===== config.mk =====
export PLATFORM = sky130hd
export DESIGN_NAME = it8951_host_responder
export DESIGN_NICKNAME = d
export VERILOG_FILES = /design/src/rtl/it8951_host_responder.sv
export SDC_FILE = /design/constraint.sdc
export NUM_CORES = 1
export LEC_CHECK = 0
export ABC_AREA = 1
export CAP_MARGIN = 10
export CORE_MARGIN = 8
export CORE_UTILIZATION = 48
export CTS_CLUSTER_DIAMETER = 150
export DETAILED_ROUTE_END_ITERATION = 6
export PLACE_DENSITY = 0.76
export SLEW_MARGIN = 20
export SYNTH_ARGS = -nofsm -noshare
export SYNTH_HDL_FRONTEND = slang
export SYNTH_SLANG_ARGS = --single-unit

===== constraint.sdc =====
create_clock -name clk -period 3.2 [get_ports clk]
set_input_delay 0.48 -clock clk [delete_from_list [all_inputs] [get_ports clk]]
set_output_delay 0.48 -clock clk [all_outputs]
set_load 0.01 [all_outputs]

===== src/rtl/it8951_host_responder.sv =====
// Device-side model of the IT8951 host link: decodes preamble/command/data frames from an
// SPI-slave deserializer, keeps the link registers, streams pixels and answers reads.
module it8951_host_responder #(
  parameter logic [15:0] PANEL_W      = 16'd1872,
  parameter logic [15:0] PANEL_H      = 16'd1404,
  parameter logic [25:0] BUF_ADDR     = 26'h0,
  parameter int          DPY_BUSY_CYC = 1000,
  parameter int          HRDY_CYC     = 4
) (
  input  logic        clk,
  input  logic        rst,
  input  logic        cs_n,
  input  logic        rx_valid,
  input  logic [15:0] rx_word,
  output logic [15:0] tx_word,
  output logic        hrdy,
  output logic        sys_run,
  output logic        packed_en,
  output logic [25:0] img_base,
  output logic [15:0] vcom,
  output logic [15:0] area_x,
  output logic [15:0] area_y,
  output logic [15:0] area_w,
  output logic [15:0] area_h,
  output logic [15:0] ld_info,
  output logic        ld_active,
  output logic        pix_valid,
  output logic [15:0] pix_word,
  output logic [23:0] pix_count,
  output logic        dpy_start,
  output logic [15:0] dpy_mode,
  output logic        lut_busy,
  output logic        proto_err
);

  localparam int BW = (DPY_BUSY_CYC < 2) ? 1 : $clog2(DPY_BUSY_CYC + 1);
  localparam int HW = (HRDY_CYC < 2) ? 1 : $clog2(HRDY_CYC + 1);
  localparam logic [BW-1:0] BUSY_INIT = BW'(DPY_BUSY_CYC);
  localparam logic [HW-1:0] HRDY_INIT = HW'(HRDY_CYC);

  typedef enum logic [2:0] {
    S_IDLE, S_PRE, S_CMD, S_WDAT, S_RDUMMY, S_RDAT, S_DISCARD
  } state_t;

  typedef enum logic [1:0] {RK_NONE, RK_REG, RK_DEV, RK_VAL} rd_kind_t;

  // {known, arg count}
  function automatic logic [3:0] op_info(input logic [15:0] op);
    case (op)
      16'h0001: op_info = 4'b1000;
      16'h0010: op_info = 4'b1001;
      16'h0011: op_info = 4'b1010;
      16'h0302: op_info = 4'b1000;
      16'h0021: op_info = 4'b1101;
      16'h0022: op_info = 4'b1000;
      16'h0034: op_info = 4'b1101;
      16'h0039: op_info = 4'b1010;
      default:  op_info = 4'b0000;
    endcase
  endfunction

  // Firmware and LUT version strings are all zero in this model.
  function automatic logic [15:0] dev_word(input logic [4:0] idx);
    case (idx)
      5'd0:    dev_word = PANEL_W;
      5'd1:    dev_word = PANEL_H;
      5'd2:    dev_word = BUF_ADDR[15:0];
      5'd3:    dev_word = {6'b0, BUF_ADDR[25:16]};
      default: dev_word = 16'h0000;
    endcase
  endfunction

  state_t         state, state_d;
  rd_kind_t       rd_kind;
  logic           cs_q, cs_fall, cs_rise;
  logic           cmd_got;
  logic [15:0]    op_p1;
  logic [2:0]     arg_cnt, arg_idx;
  logic [15:0]    args_p0 [5];
  logic           exec_vld_p1;
  logic [HW-1:0]  hcnt;
  logic [BW-1:0]  busy_cnt;
  logic [15:0]    i80cpcr, lisar_lo, lisar_hi;
  logic [15:0]    rd_addr, rd_val, rd_word;
  logic [4:0]     rd_idx;
  logic [3:0]     op_dec;
  logic           ev_cmd_open, ev_opc, ev_arg, ev_pix, ev_rd_open, ev_rd_adv;
  logic           err_word, err_any;

  assign cs_fall   = cs_q & ~cs_n;
  assign cs_rise   = ~cs_q & cs_n;
  assign op_dec    = op_info(rx_word);
  assign hrdy      = (hcnt == '0);
  assign lut_busy  = (busy_cnt != '0);
  assign packed_en = i80cpcr[0];
  assign img_base  = {lisar_hi[9:0], lisar_lo};
  assign tx_word   = (state == S_RDUMMY || state == S_RDAT) ? rd_word : 16'h0000;

  always_ff @(posedge clk) begin
    if (rst) state <= S_IDLE;
    else     state <= state_d;
  end

  // Frame decode: chip-select edges win over a word arriving in the same cycle.
  always_comb begin
    state_d     = state;
    ev_cmd_open = 1'b0;
    ev_opc      = 1'b0;
    ev_arg      = 1'b0;
    ev_pix      = 1'b0;
    ev_rd_open  = 1'b0;
    ev_rd_adv   = 1'b0;
    err_word    = 1'b0;
    if (cs_rise) begin
      state_d = S_IDLE;
    end else if (cs_fall) begin
      state_d = S_PRE;
    end else if (rx_valid) begin
      case (state)
        S_PRE: begin
          case (rx_word)
            16'h6000: begin state_d = S_CMD;    ev_cmd_open = 1'b1; end
            16'h0000: begin state_d = S_WDAT;                       end
            16'h1000: begin state_d = S_RDUMMY; ev_rd_open  = 1'b1; end
            default:  begin state_d = S_DISCARD; err_word   = 1'b1; end
          endcase
        end
        S_CMD: begin
          if (!cmd_got) ev_opc = 1'b1;
          else          err_word = 1'b1;
        end
        S_WDAT: begin
          if (arg_cnt != '0) ev_arg = 1'b1;
          else if (ld_active) ev_pix = 1'b1;
          else err_word = 1'b1;
        end
        S_RDUMMY: state_d = S_RDAT;
        S_RDAT:   ev_rd_adv = 1'b1;
        default:  ;
      endcase
    end
  end

  always_comb begin
    err_any = err_word
            | (ev_opc & ((arg_cnt != '0) | ~op_dec[3]))
            | (ev_rd_open & (rd_kind == RK_NONE))
            | (rx_valid & (hcnt != '0))
            | (exec_vld_p1 & (op_p1 == 16'h0022) & ~ld_active);
  end

  always_comb begin
    rd_word = 16'h0000;
    case (rd_kind)
      RK_REG: begin
        if (rd_idx == '0) begin
          case (rd_addr)
            16'h0004: rd_word = i80cpcr;
            16'h0208: rd_word = lisar_lo;
            16'h020A: rd_word = lisar_hi;
            16'h1224: rd_word = {15'b0, lut_busy};
            default:  rd_word = 16'h0000;
          endcase
        end
      end
      RK_DEV: rd_word = dev_word(rd_idx);
      RK_VAL: if (rd_idx == '0) rd_word = rd_val;
      default: ;
    endcase
  end

  // Stage p0: argument capture
  always_ff @(posedge clk) begin
    if (ev_arg) args_p0[arg_idx] <= rx_word;
  end

  always_ff @(posedge clk) begin
    if (rst) begin
      cs_q        <= 1'b0;
      cmd_got     <= 1'b0;
      op_p1       <= 16'h0000;
      arg_cnt     <= '0;
      arg_idx     <= '0;
      exec_vld_p1 <= 1'b0;
      hcnt        <= '0;
      busy_cnt    <= '0;
      i80cpcr     <= 16'h0000;
      lisar_lo    <= BUF_ADDR[15:0];
      lisar_hi    <= {6'b0, BUF_ADDR[25:16]};
      rd_kind     <= RK_NONE;
      rd_addr     <= 16'h0000;
      rd_val      <= 16'h0000;
      rd_idx      <= '0;
      sys_run     <= 1'b0;
      vcom        <= 16'h0000;
      area_x      <= 16'h0000;
      area_y      <= 16'h0000;
      area_w      <= 16'h0000;
      area_h      <= 16'h0000;
      ld_info     <= 16'h0000;
      ld_active   <= 1'b0;
      pix_valid   <= 1'b0;
      pix_word    <= 16'h0000;
      pix_count   <= 24'h0;
      dpy_start   <= 1'b0;
      dpy_mode    <= 16'h0000;
      proto_err   <= 1'b0;
    end else begin
      cs_q        <= cs_n;
      exec_vld_p1 <= 1'b0;
      pix_valid   <= 1'b0;
      dpy_start   <= 1'b0;
      proto_err   <= err_any;

      if (rx_valid)        hcnt <= HRDY_INIT;
      else if (hcnt != '0) hcnt <= hcnt - 1'b1;
      if (busy_cnt != '0)  busy_cnt <= busy_cnt - 1'b1;

      if (ev_cmd_open) cmd_got <= 1'b0;
      if (ev_opc) begin
        cmd_got     <= 1'b1;
        op_p1       <= rx_word;
        arg_idx     <= '0;
        arg_cnt     <= op_dec[2:0];
        exec_vld_p1 <= op_dec[3] & (op_dec[2:0] == 3'd0);
      end
      if (ev_arg) begin
        arg_idx <= arg_idx + 3'd1;
        arg_cnt <= arg_cnt - 3'd1;
        if (arg_cnt == 3'd1) exec_vld_p1 <= 1'b1;
      end

      if (ev_pix) begin
        pix_valid <= 1'b1;
        pix_word  <= rx_word;
        if (pix_count != 24'hFFFFFF) pix_count <= pix_count + 24'd1;
      end

      if (ev_rd_open) rd_idx <= '0;
      if (ev_rd_adv && rd_idx != 5'd31) rd_idx <= rd_idx + 5'd1;
      if (cs_rise && (state == S_RDUMMY || state == S_RDAT)) rd_kind <= RK_NONE;

      // Stage p1: command execution, one cycle after the last argument
      if (exec_vld_p1) begin
        case (op_p1)
          16'h0001: sys_run <= 1'b1;
          16'h0010: begin
            rd_addr <= args_p0[0];
            rd_kind <= RK_REG;
          end
          16'h0011: begin
            case (args_p0[0])
              16'h0004: i80cpcr  <= args_p0[1];
              16'h0208: lisar_lo <= args_p0[1];
              16'h020A: lisar_hi <= args_p0[1];
              default:  ;
            endcase
          end
          16'h0021: begin
            ld_info   <= args_p0[0];
            area_x    <= args_p0[1];
            area_y    <= args_p0[2];
            area_w    <= args_p0[3];
            area_h    <= args_p0[4];
            pix_count <= 24'h0;
            ld_active <= 1'b1;
          end
          16'h0022: ld_active <= 1'b0;
          16'h0034: begin
            area_x    <= args_p0[0];
            area_y    <= args_p0[1];
            area_w    <= args_p0[2];
            area_h    <= args_p0[3];
            dpy_mode  <= args_p0[4];
            dpy_start <= 1'b1;
            busy_cnt  <= BUSY_INIT;
          end
          16'h0039: begin
            if (args_p0[0] == 16'h0001) begin
              vcom <= args_p0[1];
            end else if (args_p0[0] == 16'h0000) begin
              rd_val  <= vcom;
              rd_kind <= RK_VAL;
            end
          end
          16'h0302: rd_kind <= RK_DEV;
          default:  ;
        endcase
      end
    end
  end

endmodule

======== Word-level counts from Yosys, hierarchy flattened ========
Memory sizes are Yosys's and may differ from the RTL's.
Index checks and enable logic that the tools add are counted.
operators by class
  $add $sub $neg .......................... 6
  equal/unequal tests ..................... 38
  muxes and demuxes ....................... 83
  bitwise logic cells ..................... 19
  reductions and logical operators ........ 42
operators by type and width
  cell                                                    number
  equality test 16 x 6 -> 1 bit (second input constant)   8
  case mux 16 bit (2 select lines)                        4
  equality test 16 x 10 -> 1 bit (second input constant)  6
  2-to-1 mux 24 bit                                       4
  equality test 16 x 5 -> 1 bit (second input constant)   4
  case mux 16 bit (4 select lines)                        1
  equality test 16 x 1 -> 1 bit (second input constant)   3
  2-to-1 mux 1 bit                                        48
  2-to-1 mux 16 bit                                       3
  case mux 16 bit (3 select lines)                        1
  equality test 16 x 13 -> 1 bit (second input constant)  2
  equality test 16 x 3 -> 1 bit (second input constant)   2
  zero test 16 bit                                        2
  2-to-1 mux 10 bit                                       3
  adder 24 x 1 -> 24 bit (second input constant)          1
  inequality test 24 bit (second input constant)          1
  case mux 11 bit (2 select lines)                        1
  2-to-1 mux 3 bit                                        6
  equality test 16 x 15 -> 1 bit (second input constant)  1
  case mux 4 bit (4 select lines)                         1
  AND reduction 2 bit                                     8
  nonzero test 2 bit                                      8
  AND reduction 3 bit                                     4
  2-to-1 mux 5 bit                                        2
  30 further kinds                                        64
storage, ports and cells
  register bits ........................... 285
  bits in writable memories ............... 80
  input port bits ......................... 20
  output and inout port bits .............. 202
  memories ................................ 1
memory list
  memory   depth  width  rd ports  clocked after Yosys merged registers in  write ports  line  RTL
  args_p0  5      16     5         0                                        1            79    logic [15:0] args_p0 [5];

======== Logic depth before layout (Yosys ltp) ========
  depth after elaboration ................. 11
  mapped depth ............................ 13
  mapped depth without buffers ............ 13

======== Worst setup path before layout ========
Ideal clock, no wire load.
  path kind ............................... in2reg
  start point ............................. input cs_n
  end point ............................... memory args_p0[0][0] (enable)
  arrival ................................. 2.597 ns
  data required time ...................... 2.791 ns
  setup slack ............................. 0.194 ns
  stages on the path ...................... 6
  path buffers ............................ 0
  cells stage by stage .................... nand2_1 nand3_1 nor3_4 inv_1 or2_2 nor3_1
between the ends
  longest elaborated chain between the ends .. 6
ends and longest elaborated chain
  element                                   line  RTL
  start, declared                           12    input logic cs_n,
  NOT 1 bit                                 90    assign cs_fall = cs_q & ~cs_n;
  AND 1 bit                                 90
  2-to-1 mux 1 bit                          116   end else if (cs_fall) begin
  2-to-1 mux 1 bit *                        114   if (cs_rise) begin
  2-to-1 mux 1 bit *                        174   if (ev_arg) args_p0[arg_idx] <= rx_word;
  2-to-1 mux 1 bit (not written as such) *  174
  end, declared                             79
Every way passes the cells marked *; elsewhere a longest branch is shown, timed or not.

======== Final worst setup path ========
  start point ............................. register rd_addr[14], read port of args_p0
  end point ............................... output tx_word[9]
between the ends
  longest elaborated chain between the ends .. 5
ends and longest elaborated chain
  element                                                       line  RTL
  start, declared                                               84    logic [15:0] rd_addr, rd_val, rd_word;
  equality test 16 x 13 -> 1 bit, or another cell as far along  157   case (rd_addr)
  case mux 16 bit (4 select lines) *                            157
  2-to-1 mux 16 bit *                                           156   if (rd_idx == '0) begin
  case mux 16 bit (3 select lines) *                            154   case (rd_kind)
  2-to-1 mux 16 bit *                                           97    assign tx_word = (state == S_RDUMMY || state == S_RDAT) ? rd_word : 16'h0000;
  end, declared                                                 15    output logic [15:0] tx_word,
Marks and branches as above.

==> run summary <==
Synth Net Count: 2069
nets: 2259
Tcrit/Tclk final: 0.965
Required @ worst endpoint: 2720 ps
Largest register FFs: 80
Initial Utilization: 0.488
Async SR Flop Fraction: 0
CP Data Arrival Time: 2610 ps
Layout Skew: 17.0 ps
DRC: 0
Post-synth EDFFs: 80
vias in the first global route: 13943
Final Core Density: 0.610
status: finished clean
CP max FO: 10
Hold Fails Final Rpt: 0
Ys Warns: 0
cell row count: 66
slowest CP cell: clkdlybuf4s50_1
Detailed Route WL: 51500 um
Worst VDD drop: 0.000382 V
number of routed nets with antenna violations: 0
unrepaired setup endpoints after global routing: yes
max incr delay on CP: 570 ps
Worst setup EP type: output pin
Longest Clk Path Bufs: 3
critical path class: flop to output pin
GR Util All Layers: 0.252
biggest regs: args_p0 x80, pix_count x24
CP Cell Sequence: nor2_2 > nand3_2 > nor2_2 > buf_4 > nand3_1 > nand4_1 > nand3_1 > a21oi_1 > clkdlybuf4s50_1
largest net degree at the start of global routing: 144
CTS tree: yes
hold_ws: 358 ps
I/O Pins: 222
Avg Cell Area, Syn: 7.83 um^2
layout cells sized above 1: 0.0692
Lkg Pwr: 7.76 nW
total number of vias: 14892
clock latency on the worst-skew pair: 550 ps
Syn Inst Count: 2036
total CTS buffers: 39
remaining global-route overflow: 0
vias per inst: 5.52
Max Clock Freq: 324 MHz
first-pass GRT wire length: 78300 um
clock root buffer: clkbuf_16
Largest delay share family, worst path: simple AND/OR/NAND/NOR gates
CP Depth: 9
Die ar.: 0.0393 mm^2
HP Class: input pin to flop
Final setup viols: 0
actual slew at the worst max-slew pin: 1040 ps
cts-stage hold buffer count: 0
Finished Cell Area: 0.0199 mm^2
die width: 198 um
routability cong.: 0.893
Buffers & Inverters on Critical Path: 2
Worst Hold Depth: 4
Layout Cells excl Fill: 2697
core box area: 0.0326 mm^2
clock sink total: 365
Worst setup SP type: flop
sequential fraction of the synthesis area: 0.509
DP HPWL: 36100 um
TritonRoute pass-1 iters: 6
Max-slew headroom: 0.307
crit path time final: 3090 ps
Max Slew Vio Count: 0
Max-Cap Viols: 0
DIE HEIGHT: 198 um
Synth cell types: 40
number of H-tree levels: 2
Worst Reg2Reg Path Length in Cells: 10
Ant. Diodes: 0
placed cell area: 0.0185 mm^2
Area growth syn-to-layout: 24.9%
I/O Buffers: 221
initial antenna violation count: 0
Avg WL per Cell: 19.1 um
dpl cells: 2624
DRT iter0 DRCs: 1722
synthesized cell area: 0.0159 mm^2
Biggest register: args_p0
PwrDens: 504 mW/mm^2
Main synth FF type: dfxtp_1
#FFs+latches synth: 365
Reg clk slew, reported paths: 60 ps
==> synth_stat cells, types with 25 or more instances <==
cell / instances / share of area
nor2_1: 273 / 0.064
o211a_1: 32 / 0.020
nand2_1: 429 / 0.10
nor3_1: 77 / 0.024
dfxtp_1: 285 / 0.36
a21oi_1: 156 / 0.049
nand3_1: 186 / 0.058
o21ai_0: 134 / 0.042
inv_1: 143 / 0.034
buf_2: 25 / 0.0079
clkbuf_1: 50 / 0.012
edfxtp_1: 80 / 0.15
==> layout by cell type (no fill, tap or decap), types with 5 or more instances in the layout <==
cell type	count
nand2_1	429
dfxtp_1	285
nor2_1	266
clkdlybuf4s50_1	206
nand3_1	183
a21oi_1	156
inv_1	140
o21ai_0	134
edfxtp_1	80
nor3_1	72
clkbuf_16	40
buf_4	38
o211a_1	32
nand4_1	24
xor2_1	14
ha_1	13
dlygate4sd2_1	12
nor2_2	11
a31oi_1	9
inv_2	8
clkbuf_8	8
nor2_4	6
xnor2_1	6
clkinvlp_4	5
nor3_2	5
a211oi_1	5
nor4_1	5
o211ai_1	5
==> logic make-up after synthesis <==
group | synth area share
AO/OA/AOI/OAI | 0.122
XOR/XNOR | 0.0110
adder cells (fa/ha/maj) | 0.0102
buffers and inverters | 0.0707
flip-flops | 0.509
AND/OR/NAND/NOR | 0.277
==> path summary, 6_finish.rpt <==
check	end	slack, ps	startpoint
max	tx_word[9]	110	rd_addr[14]$_SDFFE_PP0P_
min	pix_word[8]$_SDFFE_PP0P_	360	rst
max reg2reg	area_w[11]$_SDFFE_PP0P_	630	op_p1[10]$_SDFFE_PP0P_
min reg2reg	ld_info[4]$_SDFFE_PP0P_	450	ld_info[4]$_SDFFE_PP0P_
==> layout make-up <==
type | count | area, um^2
Timing Repair inverter | 1 | 5.00
Clock buffer | 51 | 1120
Fill cell | 2830 | 12700
Inverter | 152 | 579
Clock inverter | 19 | 243
Tap cell | 442 | 553
Sequential cell | 365 | 8110
Multi-Input combinational cell | 1406 | 6770
Timing Repair Buffer | 261 | 2520
==> routing by layer <==
metal,global-route usage,share of wire,vias to the layer above
met5,0,0,-
met4,0.0774,0.028,0
met3,0.0474,0.091,100
met2,0.417,0.47,720
met1,0.332,0.41,6927
li1,-,-,7145
==> stage by stage <==
stage	total power (W)	setup TNS (ps)	worst slack, ps
final	0.0100	0	111
after global routing	0.0103	-31.3	-22.1
after CTS	0.0101	0	18.2
after detailed placement	0.00538	0	423
after global placement	0.00537	0	541
after floorplan	0.00520	0	194
==> timing repair <==
item                                    4_1_cts  5_1_grt
resized for setup                            15       13
endpoints found under the setup margin       13        5
setup buffers                                 0        2
gates cloned                                  0        1
pin swaps                                     0        1
==> power by group <==
part	total (W)	internal, W	switching (W)
sequential	0.00478	0.00475	0.0000371
combinational	0.000504	0.000178	0.000326
clock	0.00475	0.00282	0.00193
==> worst reg2reg max path: cells and delay by family, from the launching register on <==
family	cells	cell delay [ps]
DFF	1	310
and+or+nand+nor	8	1670
AOI/OAI and AO/OA	1	130
buffers and inverters	1	370
(Power assumes the default switching activity.)
